==> src/rtl/sync_fifo_flagged.sv <==
// sync_fifo_flagged: single-clock first-word-fall-through FIFO.
// Valid/ready handshakes on both sides, occupancy count, programmable
// almost-full/almost-empty thresholds, synchronous flush, and sticky
// overflow/underflow error flags. Any DEPTH >= 2 is supported; pointers
// wrap explicitly at DEPTH-1, so non-power-of-two depths work.
module sync_fifo_flagged #(
  parameter int DATA_WIDTH = 8,
  parameter int DEPTH      = 8,
  parameter int AF_LEVEL   = 6,
  parameter int AE_LEVEL   = 1
) (
  input  logic                         clk,
  input  logic                         rst,
  input  logic                         flush,
  input  logic                         in_valid,
  output logic                         in_ready,
  input  logic [DATA_WIDTH-1:0]        in_data,
  output logic                         out_valid,
  input  logic                         out_ready,
  output logic [DATA_WIDTH-1:0]        out_data,
  output logic [$clog2(DEPTH+1)-1:0]   count,
  output logic                         full,
  output logic                         empty,
  output logic                         almost_full,
  output logic                         almost_empty,
  output logic                         overflow,
  output logic                         underflow
);

  localparam int PTR_W = $clog2(DEPTH);
  localparam int CNT_W = $clog2(DEPTH + 1);

  localparam logic [PTR_W-1:0] PTR_LAST  = PTR_W'(DEPTH - 1);
  localparam logic [PTR_W-1:0] PTR_ONE   = PTR_W'(1);
  localparam logic [CNT_W-1:0] CNT_FULL  = CNT_W'(DEPTH);
  localparam logic [CNT_W-1:0] CNT_ONE   = CNT_W'(1);
  localparam logic [CNT_W-1:0] AF_THRESH = CNT_W'(AF_LEVEL);
  localparam logic [CNT_W-1:0] AE_THRESH = CNT_W'(AE_LEVEL);

  // Storage; deliberately not reset, the pointers define what is valid.
  logic [DATA_WIDTH-1:0] mem_q [DEPTH];

  logic [PTR_W-1:0] w_ptr_q, w_ptr_d;
  logic [PTR_W-1:0] r_ptr_q, r_ptr_d;
  logic [CNT_W-1:0] count_q, count_d;
  logic             overflow_q, overflow_d;
  logic             underflow_q, underflow_d;

  logic full_w;
  logic empty_w;
  logic push_w;
  logic pop_w;

  // Explicit wrap so that a non-power-of-two depth never indexes past the end.
  function automatic logic [PTR_W-1:0] ptrInc(input logic [PTR_W-1:0] p);
    ptrInc = (p == PTR_LAST) ? '0 : (p + PTR_ONE);
  endfunction

  // Status derived purely from the registered count.
  assign full_w  = (count_q == CNT_FULL);
  assign empty_w = (count_q == '0);

  // A transfer happens only when the handshake completes on the relevant side.
  assign push_w = in_valid & ~full_w;
  assign pop_w  = out_ready & ~empty_w;

  // Next pointer/count state; flush discards contents and any same-cycle transfer.
  always_comb begin
    w_ptr_d = w_ptr_q;
    r_ptr_d = r_ptr_q;
    count_d = count_q;
    if (flush) begin
      w_ptr_d = '0;
      r_ptr_d = '0;
      count_d = '0;
    end else begin
      if (push_w) begin
        w_ptr_d = ptrInc(w_ptr_q);
      end
      if (pop_w) begin
        r_ptr_d = ptrInc(r_ptr_q);
      end
      case ({push_w, pop_w})
        2'b10:   count_d = count_q + CNT_ONE;
        2'b01:   count_d = count_q - CNT_ONE;
        default: count_d = count_q;
      endcase
    end
  end

  // Sticky error flags: any attempt against a full/empty FIFO is remembered until reset.
  always_comb begin
    overflow_d  = overflow_q  | (in_valid  & full_w);
    underflow_d = underflow_q | (out_ready & empty_w);
  end

  // Control state registers with synchronous reset taking priority over everything.
  always_ff @(posedge clk) begin
    if (rst) begin
      w_ptr_q     <= '0;
      r_ptr_q     <= '0;
      count_q     <= '0;
      overflow_q  <= 1'b0;
      underflow_q <= 1'b0;
    end else begin
      w_ptr_q     <= w_ptr_d;
      r_ptr_q     <= r_ptr_d;
      count_q     <= count_d;
      overflow_q  <= overflow_d;
      underflow_q <= underflow_d;
    end
  end

  // Memory write on an accepted push; suppressed while reset or flush discard the transfer.
  always_ff @(posedge clk) begin
    if (!rst && !flush && push_w) begin
      mem_q[w_ptr_q] <= in_data;
    end
  end

  assign in_ready     = ~full_w;
  assign out_valid    = ~empty_w;
  assign out_data     = mem_q[r_ptr_q];
  assign count        = count_q;
  assign full         = full_w;
  assign empty        = empty_w;
  assign almost_full  = (count_q >= AF_THRESH);
  assign almost_empty = (count_q <= AE_THRESH);
  assign overflow     = overflow_q;
  assign underflow    = underflow_q;

endmodule

==> config.mk <==
export PLATFORM = sky130hd
export DESIGN_NAME = sync_fifo_flagged
export DESIGN_NICKNAME = d
export VERILOG_FILES = /design/src/rtl/sync_fifo_flagged.sv
export SDC_FILE = /design/constraint.sdc
export NUM_CORES = 1
export LEC_CHECK = 0
export BUFFER_PORTS_ARGS = -buffer_cell sky130_fd_sc_hd__clkbuf_2
export CAP_MARGIN = 15
export CORE_MARGIN = 2
export CORE_UTILIZATION = 50
export CTS_CLUSTER_SIZE = 24
export DETAILED_ROUTE_END_ITERATION = 7
export PLACE_DENSITY_LB_ADDON = 0.05
export SLEW_MARGIN = 30
export SYNTH_ARGS = -nofsm -noshare
export SYNTH_HDL_FRONTEND = slang
export SYNTH_SLANG_ARGS = --single-unit
==> constraint.sdc <==
create_clock -name clk -period 6 [get_ports clk]
set_clock_uncertainty 0.1 [all_clocks]
set_input_delay 1.8 -clock clk [delete_from_list [all_inputs] [get_ports clk]]
set_output_delay 1.8 -clock clk [all_outputs]
set_load 0.005 [all_outputs]
-- Word level (Yosys, flattened, before mapping)
Memories as Yosys holds them, arrays and structs flattened. A register that Yosys moved wholly into a read port is not among the register bits.
Cells that the tools add are included.
- memories kept: 1
- word-level logic and storage cells: 39
- input port bits: 13
- RAM bits: 64
- register bits after elaboration: 12
- bitwise gates (word level): 8
- mux-type cells: 7
- reductions and logical operators: 7
- order comparisons: 2
- add/subtract/negate cells: 4
- equality and inequality tests: 5
- memory list (name ; depth ; bits a word ; read ports ; clocked after memory_dff ; write ports ; RTL line ; RTL):
    mem_q ; 8 ; 8 ; 1 ; 1 ; 1 ; 41 ; logic [DATA_WIDTH-1:0] mem_q [DEPTH];
- operators by type and width (kind ; number):
    3-bit two-way mux ; 4
    4-bit case mux with 2 select lines ; 1
    3-bit by 1-bit adder with 3-bit output, second input constant ; 2
    3-bit equality test, second input constant ; 2
    4-bit by 1-bit adder with 4-bit output, second input constant ; 1
    1-bit bitwise AND ; 4
    4-bit equality test, second input constant ; 1
    4-bit by 3-bit >= comparator with 1-bit output, second input constant ; 1
    4-bit by 1-bit less-or-equal comparator with 1-bit output, second input constant ; 1
    4-bit zero test ; 1
    4-bit by 1-bit subtractor with 4-bit output, second input constant ; 1
    2-bit by 1-bit equality test with 1-bit output, second input constant ; 1
    2-bit equality test, second input constant ; 1
    1-bit logical AND ; 2
    1-bit zero test ; 2
    1-bit two-way mux ; 2
    1-bit NOT ; 2
    1-bit bitwise OR ; 2
    2-bit nonzero test ; 1
    2-bit OR reduction ; 1

-- Logic depth before layout (Yosys ltp)
Gate-level depths: netlist (run 1).
- depth after elaboration: 6
- depth in mapped cells: 9

-- Least setup slack after synthesis (run 1)
OpenSTA, ideal clock, no wires.
- kind: input to register
- from: input port flush
- to: memory mem_q[1][0] (enable)
- buffers on the path: 0
- arrival time: 2.932 ns
- library setup time: 0.370 ns
- data required time: 5.530 ns
- stages on the path: 3
- path slack: 2.598 ns
- path through: or2_2 or4_4 nor2_1
- word-level cells in the longest chain between the ends: 5
- RTL lines (item ; RTL line ; RTL):
    start: declaration ; 14 ; input logic flush,
    1-bit zero test ; 116 ; if (!rst && !flush && push_w) begin
    1-bit logical AND (2 in series) ; 116 ;
    1-bit two-way mux ; 116 ;
    1-bit two-way mux (not written as such) ; 117 ; mem_q[w_ptr_q] <= in_data;
    end: declaration ; 41 ;
No other way between the ends.

==> results of run 1 <==
==> state kept, by name, summed over array words and instances, names as in the netlist, named ones only <==
name / count
underflow: 1
mem_q: 64
w_ptr_q: 3
count: 4
overflow: 1
r_ptr_q: 3
==> synthesized netlist by cell type (all sizes together) (3+ instances only) <==
library cell	n
mux2	8
a21oi	10
nor2	13
inv	6
ha	9
nor3	3
or4	3
o21ai	9
edfxtp	64
nand2	3
mux4	16
nand4b	3
nand2b	3
dfxtp	15
buf	4
==> layout make-up <==
| type | instances | area (µm²) |
|---|---|---|
| fill | 482 | 2640 |
| clock inverter | 3 | 67.6 |
| inverter | 6 | 22.5 |
| timing repair buffer | 32 | 160 |
| clock buffer | 13 | 149 |
| multi-input combinational | 93 | 992 |
| sequential | 79 | 2220 |
| tap | 77 | 96.3 |
==> cells by family after synthesis <==
family,share of synthesized area [%]
compound gates,3.48
buf+inv,1.87
fa+ha+maj,3.44
simple gates,6.81
flops,67.9
mux,15.9
xor+xnor,0.536
==> layer usage <==
metal / vias up / routed length [µm] / part of all wire (%) / global-route usage, %
li1: 819 / - / - / -
met1: 856 / 2600 / 45 / 23.5
met2: 56 / 2880 / 50 / 28.3
met3: 7 / 268 / 4.6 / 5.74
met4: 0 / 64 / 1.1 / 6.49
met5: - / 0 / 0 / 0
==> worst max-delay path by stage <==
stage,endpoint
after floorplan,mem_q[1][0]
after global placement,mem_q[1][1]
after detailed placement,mem_q[2][1]
after CTS,out_data[6]
after global routing,out_data[4]
final,out_data[5]
==> tightest hold or removal path: stages, from the launching register on <==
cell     delay [ns]
dfxtp_1        0.33
a21oi_1        0.04
nor2_1         0.07
==> power by group through the flow <==
stage / Sequential, µW / Combinational [µW] / Clock [µW]
global placement: 614 / 50.7 / 0
CTS: 602 / 53.9 / 429
global route: 603 / 60.2 / 460
finish: 602 / 53.5 / 426
detailed placement: 615 / 53.7 / 0
floorplan: 612 / 32.5 / 0
==> metrics by stage <==
| stage | worst slack (ns) | power (µW) | cells | instance area [µm²] | hold WS, ns |
|---|---|---|---|---|---|
| after floorplan | 2.60 | 645 | 184 | 3270 | 0.360 |
| after detailed placement | 1.96 | 668 | 287 | 3490 | 0.360 |
| final | 1.81 | 1080 | 303 | 3710 | 0.372 |
| after global placement | 2.03 | 665 | 287 | 3490 | 0.355 |
| after CTS | 1.74 | 1090 | 303 | 3710 | 0.378 |
| after global routing | 1.70 | 1120 | 303 | 3710 | 0.432 |
==> cell usage in the layout (no fill, tap or decap), types with 3 or more instances in the layout <==
cell | netlist | final
inv_1 | 5 | 5
clkbuf_8 | 0 | 10
dfxtp_1 | 15 | 15
mux2_2 | 8 | 8
ha_1 | 9 | 9
nand2_1 | 3 | 3
clkbuf_1 | 1 | 3
a21oi_1 | 10 | 10
clkbuf_2 | 1 | 32
nor2_1 | 13 | 13
mux4_1 | 16 | 16
edfxtp_1 | 64 | 64
nand4b_1 | 3 | 3
nand2b_1 | 3 | 3
o21ai_0 | 9 | 9
==> impl_results.md, run 1 <==
- Post-detailed-placement half-perimeter wirelength: 3850 µm
- Cell family with most CP delay: multiplexers
- Clock Path Buffers: 2
- Share of power burned in registers: 55.7%
- Number of synthesized flops with an enable pin: 64
- Max VDD drop: between 0.1 and 0.15 mV
- Nets: 243
- Max Cap Viol: 0
- DRT antenna net count: 0
- Combinational share of power: about 4.9%
- IO Port Bufs: 32
- DRT iter0 DRCs: 124
- Worst-skew pair later-pin latency: approximately 0.33 ns
- Synth Cell Area: 3270 µm²
- Die X-Extent: around 85 µm
- Clock power share: 39.4%
- Share of cells above drive strength 1: 27.0%
- Setup CP Type: flip-flop to output pin
- Cells after Synth: 184
- Bufs and invs on worst path: 1
- Layout area overhead: 13.4%
- Sequential share of the synthesized area: 67.9%
- Worst path depth: 3
- CTS buffer count: 9
- CTS Hold Bufs: 0
- Fin crit share: 69.9%
- Initial Util: 51.5%
- Yosys top cell area share: approximately 59%
- Diode count: 0
- Register-to-Register Path Depth: 6
- Post-route minimum period: 4.19 ns
- Core area: 6350 µm²
- Rows: 29
- Worst Hold Class: flip-flop to flip-flop
- DRT Wirelength: 5810 µm
- Vias: approximately 1700
- # IOs: 33
- Die H: 84.9 µm
- Congestion Overflow GR: 0
- Async set-or-reset flop fraction in the synthesized netlist: 0%
- Core Util, Final: 58.4%
- CTS tree: done
- Final setup vio count: 0
- Gr usage total: roughly 18%
- Slew headroom: 32.3%
- Power Internal: 867 µW
- DRT Pass-1 Iters: 5
- Pwr/cell area: 292 nW/µm²
- Post-CTS Setup Inserts: 0
- Synth top area cells: edfxtp_1 (59%), mux4_1 (13%), dfxtp_1 (9.2%)
- Yosys reg bits: around 80
- Gpl congestion: 0.754
- Routed len/inst: ~19 µm
- Worst Hold Endpoint: overflow
- Final Hold Fails: 0
- Startpoint Class: flip-flop
- Initial antenna violation count: 0
- Req. time, crit path: between 4 and 5 ns
- CP cell instances: mux4_1, mux2_2, clkbuf_2
- Largest net degree at the start of global routing: 17
- # DRC: 0
- Slowest-stage cell, CP: dfxtp_1
- Vias per Instance: between 5 and 6
- CTS clk-pin slew, worst paths: 0.07 ns
- Max incr delay on CP: about 0.90 ns
- Cells on Worst Hold Path: 2
- R2R Path End: mem_q[2][3]
- Global-route wire length before repair: 9380 µm
- Max frequency: 239 MHz
- Top FF cell, synth: edfxtp_1
- Worst Hold Launch: overflow
- Die area: 7200 µm²
- CTS sink count: 79
- Clk root buf: clkbuf_8
- Leak Pwr: 0.00132 µW
- CTS H-tree depth: 3
- Flop2flop setup slack: 3.18 ns
- R2R Path Start: count[0]
- Vias in the first global route: between 1500 and 2000
- Net switching power: 215 µW
- RSZ-0062 raised after global routing: no
- Status: complete, no violations
- Cts repair resizes: 0
- Worst Setup End Kind: output pin
- Setup TNS: 0 ns
- Crit path max fanout: 16
- Cell taking the most area after synthesis: edfxtp_1
- Syn_area_per_cell: 17.8 µm²
- Synth Net Count: around 210
- Ys Warns: 0
- Sw Share: around 20%
- Cell variety after synth: 32
- Critical path arrival: 2.29 ns
- Worst Max-Slew Pin Slew: 1.01 ns
- Slew Viols, Final: 0
No activity file was read; power rests on OpenSTA's default activity.
==> inputs of run 2 (changes only) <==
- clock period: 6 -> 4.1 ns (I/O delays scaled with it)
==> impl_results.md, run 2 (synthesis results as in run 1) <==
- Post-CTS Setup Inserts: 0
- CTS tree: done
- Cell family with most CP delay: flip-flops
- # IOs: 33
- Most frequent cells in the layout: edfxtp_1 (64), clkbuf_2 (32), mux4_1 (16)
- Clock Path Buffers: 2
- DRT antenna net count: 0
- CTS Hold Bufs: 0
- Vias per Instance: around 5.7
- Congestion Overflow GR: 0
- Max reg flops: 64
- Power Internal: 1220 µW
- Biggest register: mem_q
- Critical path arrival: 1.94 ns
- Routed len/inst: 19.7 µm
- Largest net degree at the start of global routing: 17
- Req. time, crit path: 2.77 ns
- RSZ-0062 raised after global routing: no
- Gpl congestion: 0.837
- Diode count: 0
- Die H: 84.9 µm
- Setup CP Type: flip-flop to output pin
- Crit path max fanout: 16
- DRT Wirelength: 6100 µm
- Max frequency: slightly above 300 MHz
- DRT iter0 DRCs: approximately 150
- Status: complete, no violations
- CTS H-tree depth: 3
- # DRC: 0
- Worst path depth: 3
- CP cell instances: mux4_1, mux2_2, clkbuf_2
- Placed cell areas: ~3500 µm²
- Global-route wire length before repair: 9850 µm
- Design Area, Final: 3730 µm²
- Vias in the first global route: about 1900
- Pwr/cell area: 412 nW/µm²
- Sw Share: 20.5%
- Worst Hold Class: flip-flop to flip-flop
- Nets: 249
- Die area: 7200 µm²
- Slew headroom: roughly half
- Worst Max-Slew Pin Slew: between 0.7 and 0.8 ns
- Setup TNS: 0 ns
- Initial Util: 51.5%
- Core area: 6350 µm²
- Startpoint Class: flip-flop
- Post-route minimum period: approximately 3.3 ns
- CTS sink count: 79
- Rows: 29
- Max Cap Viol: 0
- DRT Pass-1 Iters: 4
- Filler cell count: 508
- Bufs and invs on worst path: 1
- Post-detailed-placement half-perimeter wirelength: 4240 µm
- Clk root buf: clkbuf_8
- Final setup vio count: 0
- Leak Pwr: 0.00134 µW
- Die X-Extent: 84.9 µm
- CTS buffer count: 9
- Worst-skew pair later-pin latency: 0.34 ns
- IO Port Bufs: 32
- Gr usage total: a little under a fifth
- Cells on Worst Hold Path: 2
- Slew Viols, Final: 0
- Vias: 1762
- CTS clk-pin slew, worst paths: 0.07 ns
- Combinational share of power: 5.4%
- Register-to-Register Path Depth: 9
- Initial antenna violation count: 0
- Layout area overhead: 14.2%
- Net switching power: between 300 and 400 µW
- Most common cell after layout, fill and taps aside: edfxtp_1
- Clock power share: 37.5%
- Max VDD drop: ~0.24 mV
- Slowest-stage cell, CP: dfxtp_1
- Share of cells above drive strength 1: 28.9%
- Max incr delay on CP: 0.79 ns
- Cts repair resizes: 0
- Worst Setup End Kind: output pin
- Share of power burned in registers: 57.2%
- Final Hold Fails: 0
- Fin crit share: 79.8%
- Core Util, Final: 58.8%
[run 2: changes by cell type in the layout (fill, tap and decap cells not counted)]
cell / change
clkinv_2: +1
bufinv_16: -1
buf_4: +6
clkbuf_1: -1
nor3_1: +1
clkbuf_8: +1
nor3_2: -1
[run 2: metal layers]
metal | vias up | wire, µm | track usage, %
met4 | 0 | 121 | 8.23
met2 | 31 | 2960 | 29.3
li1 | 825 | - | -
met1 | 893 | 2860 | 25.5
met5 | - | 0 | 0
met3 | 13 | 159 | 3.60
[run 2: final timing paths]
check / startpoint / end / slack (ns)
max: flip-flop / out_data[5] / 0.83
min: overflow / overflow / 0.37
max reg2reg: count[0] / count[3] / 1.35
min reg2reg: overflow / overflow / 0.37
[run 2: power groups by stage]
stage	logic, µW	registers, µW	clock network [µW]
6_report	82.5	879	577
5_1_grt	92.4	880	621
4_1_cts	83.1	879	587
3_5_place_dp	82.8	898	0
3_3_place_gp	79.3	897	0
2_1_floorplan	47.6	896	0
[run 2: metrics by stage]
stage	cells	power, µW	hold slack [ns]	setup WS [ns]
floorplan	184	944	0.360	1.27
global placement	293	976	0.362	0.826
detailed placement	293	980	0.357	0.793
CTS	309	1550	0.375	0.780
global route	309	1590	0.433	0.697
finish	309	1540	0.373	0.827
[run 2: worst reg2reg max path, cell delays in order, from the launching register on]
cell and delay [ns]:
dfxtp_1 0.48, inv_1 0.10, ha_1 0.27, or3b_2 0.25, inv_1 0.11, nor2_1 0.13, ha_1 0.27, or4b_4 0.50
a2111o_1 0.41, o21ai_0 0.06
[run 2: cell type report]
type | instances | area [µm²] | area share (%)
inverters | 6 | 22.5 | 0.603
flip-flops and latches | 79 | 2220 | 59.5
well taps | 77 | 96.3 | 2.58
clock buffers | 13 | 159 | 4.25
repair buffers | 38 | 205 | 5.49
multi-input cells | 93 | 987 | 26.4
clock inverters | 3 | 42.5 | 1.14
==> inputs of run 3 (changes only) <==
- ABC_AREA: default -> 1
- clock period: 4.1 -> 2.8 ns (I/O delays scaled with it)
==> impl_results.md, run 3 <==
- Status: complete, no violations
- Layout area overhead: 14.1%
- Ys Warns: 0
- DRT Wirelength: between 6000 and 7000 µm
- Yosys top cell area share: 56.6%
- Number of synthesized flops with an enable pin: 64
- Placed cell count: 445
- Cts repair resizes: 0
- Fin crit share: 89.7%
- Synth Cell Area: around 3400 µm²
- Setup TNS: 0 ns
- Cell variety after synth: 19
- Cell taking the most area after synthesis: edfxtp_1
- Max reg flops: 64
- CTS Hold Bufs: 0
- Routed len/inst: about 15 µm
- Clock Path Buffers: 2
- Yosys reg bits: 79
- Cells on Worst Hold Path: 2
- Vias in the first global route: approximately 2200
- Synth top area cells: edfxtp_1 (57%), nor2_1 (11%), dfxtp_1 (8.8%)
- Nets: 398
- Max frequency: 398 MHz
- Initial Util: 50.9%
- Synth Net Count: 352
- Gpl congestion: 0.798
- R2R Path Start: count[1]
- Post-synth top cells: nor2_1 (101), edfxtp_1 (64), nand2_1 (57)
- Pwr/cell area: 609 nW/µm²
- RSZ-0062 raised after global routing: no
- Final setup vio count: 0
- CTS buffer count: 9
- Initial antenna violation count: 0
- Filler cell count: 592
- Largest net degree at the start of global routing: 33
- Global-route wire length before repair: ~11000 µm
- Congestion Overflow GR: 0
- Async set-or-reset flop fraction in the synthesized netlist: 0%
- DRT iter0 DRCs: 143
- Max VDD drop: approximately 0.40 mV
- Die H: a little under 90 µm
- Gr usage total: just over 20%
- Footprint of the multi-input gates: 1000 µm²
- CTS H-tree depth: 3
- Worst-skew pair later-pin latency: 0.34 ns
- Biggest register: mem_q
- DRT Pass-1 Iters: 5
- Rows: 30
- Slew Viols, Final: 0
- Req. time, crit path: 1.86 ns
- Worst Hold Endpoint: overflow
- Crit path max fanout: 14
- Critical path arrival: between 1.5 and 2 ns
- Post-CTS Setup Inserts: 0
- Clk root buf: clkbuf_8
- Post-Layout Cell Count: 461
- Final Hold Fails: 0
- Die area: 7470 µm²
- R2R Path End: mem_q[5][3]
- DRT antenna net count: 0
- Worst Hold Class: flip-flop to flip-flop
- Flop2flop setup slack: 0.58 ns
- # DRC: 0
- Worst Max-Slew Pin Slew: 0.382 ns
- Syn_area_per_cell: 10.3 µm²
- Worst Hold Launch: overflow
- Top FF cell, synth: edfxtp_1
- Core area: approximately 6700 µm²
- CTS clk-pin slew, worst paths: 0.08 ns
- Most frequent cells in the layout: nor2_1 (101), edfxtp_1 (64), nand2_1 (57)
- Diode count: 0
- # IOs: 33
- Cells after Synth: 330
- Register-to-Register Path Depth: 8
- Slew headroom: 74.5%
- Sequential share of the synthesized area: 65.4%
- Max Cap Viol: 0
- Startpoint Class: flip-flop
- Vias per Instance: 5.08
- Die X-Extent: 86.4 µm
- CTS sink count: 79
- Most frequent cell after synthesis: nor2_1
- Leak Pwr: 0.00160 µW
- Setup CP Type: flip-flop to output pin
- Register area: 2220 µm²
- Share of cells above drive strength 1: 18.4%
- CTS tree: done
- Worst Setup End Kind: output pin
- Post-route minimum period: 2.51 ns
- IO Port Bufs: 32
- Post-detailed-placement half-perimeter wirelength: 4780 µm
- Vias: 2341
- Most common cell after layout, fill and taps aside: nor2_1
==> run 3: cell count changes after synthesis, moves of 3 or more <==
| cell | previous run | this run |
|---|---|---|
| buf_6 | 2 | 6 |
| mux2_2 | 8 | 0 |
| nand3_2 | 0 | 3 |
| a21oi_1 | 10 | 5 |
| mux4_1 | 16 | 0 |
| nand2b_1 | 3 | 0 |
| nor2_1 | 13 | 101 |
| inv_1 | 5 | 15 |
| buf_4 | 0 | 3 |
| o21ai_1 | 0 | 30 |
| nand4b_1 | 3 | 0 |
| nand2_1 | 3 | 57 |
==> run 3: stage by stage <==
step	util (%)	cell area [µm²]	hold slack, ns	setup slack (ns)	total power [µW]
global route	58.1	3880	0.380	0.109	2450
global placement	54.8	3660	0.337	0.499	1490
finish	58.1	3880	0.353	0.288	2360
detailed placement	54.8	3660	0.343	0.478	1500
CTS	58.0	3870	0.355	0.144	2380
floorplan	-	3400	0.341	0.696	1430
==> run 3: cells by family after synthesis <==
| logic type | share of synthesized area (%) |
|---|---|
| xor+xnor | 0.258 |
| flops | 65.4 |
| fa+ha+maj | 3.31 |
| buf+inv | 5.12 |
| simple gates | 19.1 |
| compound gates | 6.77 |
==> run 3: metal layers <==
metal	track usage [%]	up-vias	wire [µm]
li1	-	1182	-
met1	29.5	1091	3320
met2	29.4	62	3180
met3	4.00	6	330
met4	8.81	0	81
met5	0	-	0
==> run 3: critical path: stages, from the launching register on <==
cell and delay [ns]:
dfxtp_2 0.44, buf_4 0.24, nor2_1 0.07, nor2_1 0.12, o21ai_1 0.08, nand2_1 0.06, nand2_1 0.04, nand2_1 0.07
clkbuf_2 0.10
==> run 3: worst max-delay path by stage <==
| stage | to | slack [ns] | cells after the start |
|---|---|---|---|
| 6_report | out_data[0] | 0.29 | 8 |
| 5_1_grt | out_data[4] | 0.11 | 8 |
| 4_1_cts | out_data[0] | 0.14 | 6 |
| 3_5_place_dp | mem_q[5][6] | 0.48 | 5 |
| 3_3_place_gp | mem_q[7][6] | 0.50 | 5 |
| 2_1_floorplan | mem_q[0][0] | 0.70 | 5 |
==> run 3: power by group <==
group / switching (µW) / internal [µW] / total (µW)
clock network: 402 / 494 / 896
logic: 109 / 64.4 / 173
registers: 12.8 / 1280 / 1290
==> run 3: cell type report <==
type / instances / area share [%]
multi-input cells: 221 / 25.8
flip-flops and latches: 79 / 57.3
well taps: 80 / 2.58
clock inverters: 7 / 2.26
repair buffers: 46 / 6.84
inverters: 19 / 1.97
clock buffers: 9 / 3.19
